==> config.mk <==
export PLATFORM = sky130hd
export DESIGN_NAME = sample_input_fifo
export DESIGN_NICKNAME = d
export VERILOG_FILES = /design/src/rtl/fir_pkg.sv /design/src/rtl/sample_fifo_mem.sv /design/src/rtl/sample_input_fifo.sv
export SDC_FILE = /design/constraint.sdc
export NUM_CORES = 1
export LEC_CHECK = 0
export CELL_PAD_IN_SITES_DETAIL_PLACEMENT = 0
export CELL_PAD_IN_SITES_GLOBAL_PLACEMENT = 2
export CORE_UTILIZATION = 45
export DETAILED_ROUTE_END_ITERATION = 16
export GPL_TIMING_DRIVEN = 0
export PLACE_DENSITY_LB_ADDON = 0.1
export SLEW_MARGIN = 20
export SYNTH_ARGS = -nofsm -noshare
export SYNTH_HDL_FRONTEND = slang
export SYNTH_SLANG_ARGS = --single-unit
==> constraint.sdc <==
create_clock -name clk -period 5.6 [get_ports clk]
set_clock_uncertainty 0.1 [all_clocks]
set_input_delay 1.12 -clock clk [delete_from_list [all_inputs] [get_ports clk]]
set_output_delay 1.12 -clock clk [all_outputs]
set_load 0.005 [all_outputs]
==> src/rtl/fir_pkg.sv <==
// Shared constants and types for the FIR datapath: default sample width,
// default input FIFO depth and the matching pointer width.
package fir_pkg;

  localparam int FIR_DATA_W = 32;
  localparam int FIFO_DEPTH = 8;
  localparam int FIFO_PTR_W = $clog2(FIFO_DEPTH);

  typedef logic [FIR_DATA_W-1:0] sample_t;

endpackage

==> src/rtl/sample_fifo_mem.sv <==
// Register-array storage for the input sample FIFO. It has a synchronous
// write port and an asynchronous read port, so the FIFO can show its head entry.
module sample_fifo_mem #(
  parameter int DATA_W = 32,
  parameter int DEPTH  = 8
) (
  input  logic                     clk,
  input  logic                     we,
  input  logic [$clog2(DEPTH)-1:0] waddr,
  input  logic [DATA_W-1:0]        wdata,
  input  logic [$clog2(DEPTH)-1:0] raddr,
  output logic [DATA_W-1:0]        rdata
);

  logic [DATA_W-1:0] r_mem [DEPTH];

  // No reset on the storage: only the pointers and count in the parent are cleared.
  always_ff @(posedge clk) begin
    if (we) begin
      r_mem[waddr] <= wdata;
    end
  end

  assign rdata = r_mem[raddr];

endmodule

==> src/rtl/sample_input_fifo.sv <==
// Show-ahead input sample FIFO feeding control_fsm. When FIFO_OVERFLOW_DETECT_EN
// is defined, the block also has a sticky overflow flag for pushes dropped while full.
module sample_input_fifo
  import fir_pkg::*;
#(
  parameter int DATA_W = FIR_DATA_W,
  parameter int DEPTH  = FIFO_DEPTH
) (
  input  logic                     clk,
  input  logic                     reset,
  input  logic                     PushIn,
  input  logic [DATA_W-1:0]        DataIn,
  input  logic                     fifoPullOut,
  output logic [DATA_W-1:0]        DataOut,
  output logic                     fifo_empty,
  output logic                     fifo_full,
  output logic [$clog2(DEPTH):0]   level
`ifdef FIFO_OVERFLOW_DETECT_EN
  ,
  output logic                     overflow
`endif
);

  localparam int PTR_W = $clog2(DEPTH);
  localparam int CNT_W = PTR_W + 1;

  logic [PTR_W-1:0] r_wp;
  logic [PTR_W-1:0] r_rp;
  logic [CNT_W-1:0] r_cnt;

  logic w_empty;
  logic w_full;
  logic w_push;
  logic w_pop;

  assign w_empty = (r_cnt == '0);
  assign w_full  = (r_cnt == CNT_W'(DEPTH));

  // A same-cycle pull frees the slot, so a push into a full FIFO is accepted.
  assign w_push = PushIn && (!w_full || fifoPullOut);
  assign w_pop  = fifoPullOut && !w_empty;

  always_ff @(posedge clk or posedge reset) begin
    if (reset) begin
      r_wp  <= '0;
      r_rp  <= '0;
      r_cnt <= '0;
    end else begin
      if (w_push) begin
        r_wp <= r_wp + 1'b1;
      end
      if (w_pop) begin
        r_rp <= r_rp + 1'b1;
      end
      case ({w_push, w_pop})
        2'b10:   r_cnt <= r_cnt + 1'b1;
        2'b01:   r_cnt <= r_cnt - 1'b1;
        default: r_cnt <= r_cnt;
      endcase
    end
  end

  sample_fifo_mem #(
    .DATA_W (DATA_W),
    .DEPTH  (DEPTH)
  ) u_mem (
    .clk   (clk),
    .we    (w_push),
    .waddr (r_wp),
    .wdata (DataIn),
    .raddr (r_rp),
    .rdata (DataOut)
  );

  assign fifo_empty = w_empty;
  assign fifo_full  = w_full;
  assign level      = r_cnt;

`ifdef FIFO_OVERFLOW_DETECT_EN
  logic r_overflow;

  // Sticky until reset; only a push that is really dropped sets it.
  always_ff @(posedge clk or posedge reset) begin
    if (reset) begin
      r_overflow <= 1'b0;
    end else if (PushIn && w_full && !fifoPullOut) begin
      r_overflow <= 1'b1;
    end
  end

  assign overflow = r_overflow;
`endif

endmodule

==> impl_metrics.env <==
export IMPL_outcome="finished, final reports clean"
export IMPL_route_detailed_drc=0
export IMPL_cts_resized=0
export IMPL_clk_path_buf_depth=3
export IMPL_firstDrtPassIters=4
export IMPL_fin_nets=609
export IMPL_boundaryPins=74
export IMPL_synth_warning_count=0
export IMPL_pre_cts_setup_slack_ps=1720
export IMPL_finalPower_w=0.00637
export IMPL_die_area_um2=23400
export IMPL_place_gp_congestion=0.673
export IMPL_groute_layer_met3_usage_pct=2.86
export IMPL_max_slew_worst_pin_slew_ps=825
export IMPL_max_freq_ghz=0.236
export IMPL_powerDensity_nw_per_um2=512
export IMPL_synth_cells=437
export IMPL_maximum_number_of_pins_on_one_net_before_global_route_repair=20
export IMPL_area_overhead_of_the_layout_relative_to_synthesis_pct=21.4
export IMPL_place_detailed_instances=817
export IMPL_core_occupancy_in_the_finished_layout_pct=56.3
export IMPL_fillCellCount=1684
export IMPL_static_leakage_power_nw=4.03
export IMPL_setup_violations=0
export IMPL_grt_util_all_layers_pct=17.5
export IMPL_crit_arrival_ps=3020
export IMPL_number_of_hold_repair_buffers_added_at_the_cts_stage=0
export IMPL_timing_critical_path_required_ps=4380
export IMPL_period_minus_slack_ps=4240
export IMPL_synth_seq_area_share_pct=77.4
export IMPL_post_drt_via_cell_ratio=5.45
export IMPL_rows=54
export IMPL_core_area_um2=22100
export IMPL_final_wl_um=19500
export IMPL_path_max_fanout=10
export IMPL_maxCapViolations=0
export IMPL_diodes=0
export IMPL_post_dp_hpwl_um=12800
export IMPL_tns_ps=0
export IMPL_cts_setup_buffers=0
export IMPL_setup_worst_path_end_class="output pin"
export IMPL_clk_pin_slew_worst_paths_ps=60
export IMPL_detail_route_iter0_violations=273
export IMPL_worstSkewPairLatency_ps=520
export IMPL_critPathLaunchType="register"
export IMPL_layoutNonFillerInstCount=867
export IMPL_layout_drive_gt1_share_pct=30.2
export IMPL_nets_in_the_synthesized_netlist=479
export IMPL_effective_utilization_at_floorplan_pct=46.4
export IMPL_final_antenna_net_count=0
export IMPL_cts_made_buffers=28
export IMPL_globalRoute_totalOverflow=0
export IMPL_synth_seq_cells=266
export IMPL_number_of_global_route_vias_before_repair=5206
export IMPL_post_route_period_util_pct=75.8
export IMPL_use_met2_pct=30.9
export IMPL_dr_total_vias=4725
export IMPL_min_path_type="reg2reg"
export IMPL_mappedNetlistArea_um2=10200
export IMPL_clock_sinks=266
export IMPL_grt_antenna_before_repair=0
export IMPL_layout_cells_most_common_list="sky130_fd_sc_hd__edfxtp_1 (256), sky130_fd_sc_hd__clkdlybuf4s50_1 (73), sky130_fd_sc_hd__mux4_2 (64)"
export IMPL_cts_root_buffer_cell="sky130_fd_sc_hd__clkbuf_16"
export IMPL_die_h_um=153
export IMPL_groute_layer_met1_usage_pct=22.9
export IMPL_criticalPathCategory="reg2out"
export IMPL_gr_max_usage_layer="met2"
export IMPL_rsz0062_at_grt="no"
export IMPL_timing_final_ws_setup_ps=1360
export IMPL_tritoncts="done"
export IMPL_wire_length_of_the_first_global_routing_pass_um=30500
export IMPL_mostFrequentLayoutCell="sky130_fd_sc_hd__edfxtp_1"
export IMPL_syn_avg_cell_area_um2=23.5
export IMPL_report_final_hold_viol_count=0
export IMPL_floorplan_die_width_um=153
export IMPL_wl_per_cell_um=22.5
export IMPL_ir_worst_vdd_uv=258
export IMPL_netlist_cell_type_count=32
export IMPL_max_slew_margin_pct=45.0
export IMPL_finalMaxSlewViolations=0
export IMPL_buffer_ports_inserted=73
export IMPL_clock_tree_htree_level_count=1
## final cells by class
class / instances / area (um^2) / area share, %
flip-flops and latches: 266 / 7940 / 63.8
plain buffers: 19 / 97.6 / 0.785
repair buffers: 100 / 981 / 7.89
clock inverters: 10 / 41.3 / 0.332
clock buffers: 40 / 767 / 6.17
multi-input cells: 145 / 2240 / 18.0
well taps: 280 / 350 / 2.82
inverters: 7 / 26.3 / 0.211
## sequential cells by signal, indices dropped and copies added, names as in the netlist
name and count:
level 4, r_rp 3, r_wp 3, u_mem.r_mem 256
## power by group
group	switching, W	leakage [nW]	internal, W
Clock	0.000684	0.393	0.000942
Sequential	0.000110	2.44	0.00251
Combinational	0.000933	1.20	0.00119
## worst max-delay path, cell delays in order (launching register included)
cell,delay (ps)
sky130_fd_sc_hd__dfrtp_1,420
sky130_fd_sc_hd__buf_2,270
sky130_fd_sc_hd__clkbuf_1,650
sky130_fd_sc_hd__mux4_2,410
sky130_fd_sc_hd__mux2_2,300
sky130_fd_sc_hd__clkdlybuf4s50_1,450
## Yosys cell counts (all sizes together)
cell / count / area, um^2
buf: 13 / 75.1
nand3: 1 / 5.00
nor3: 4 / 20.0
o311ai: 1 / 8.76
nand2: 6 / 22.5
nor4: 2 / 12.5
a21oi: 2 / 10.0
o41ai: 1 / 8.76
nor3b: 2 / 15.0
or4b: 2 / 23.8
nand4: 1 / 6.26
mux2i: 1 / 10.0
inv: 7 / 26.3
nand2b: 2 / 12.5
xor2: 1 / 8.76
o21ai: 2 / 21.3
a2111o: 1 / 11.3
mux2: 34 / 387
xnor2: 5 / 43.8
o211ai: 3 / 22.5
dfrtp: 10 / 250
mux4: 64 / 1440
ha: 5 / 62.6
nor2: 4 / 15.0
edfxtp: 256 / 7690
clkbuf: 6 / 22.5
fa: 1 / 20.0
## worst paths after layout
| path | from | end | slack [ps] | cells after the start |
|---|---|---|---|---|
| min in group asynchronous | reset | r_wp[1] | 790 | 2 |
| max in group asynchronous | reset | level[3] | 4310 | 2 |
| hold / removal | r_wp[2] | r_wp[2] | 520 | 1 |
| setup reg to reg | level[0] | level[3] | 2340 | 7 |
| hold reg to reg | r_wp[2] | r_wp[2] | 520 | 1 |
| setup / recovery | r_rp[1] | DataOut[8] | 1360 | 5 |
## cells by family after synthesis
kind of cell | count (synthesis) | synth area share [%]
flip-flops | 266 | 77.4
multiplexers | 99 | 17.9
buffers and inverters | 26 | 1.21
AND/OR/NAND/NOR | 24 | 1.29
AO/OA/AOI/OAI | 10 | 0.806
XOR/XNOR | 6 | 0.513
adder cells (fa/ha/maj) | 6 | 0.806
## stage by stage
stage,hold slack (ps),instance area (um^2)
after CTS,520,12400
after global routing,560,12400
final,522,12400
after floorplan,420,10200
after global placement,455,11300
after detailed placement,512,11600
## per-layer routing
layer | vias up | wire length, um
li1 | 2111 | -
met1 | 2496 | 8260
met2 | 93 | 10200
met3 | 25 | 806
met4 | 0 | 267
met5 | - | 0
Note: power is estimated with default switching activity, not from simulation.
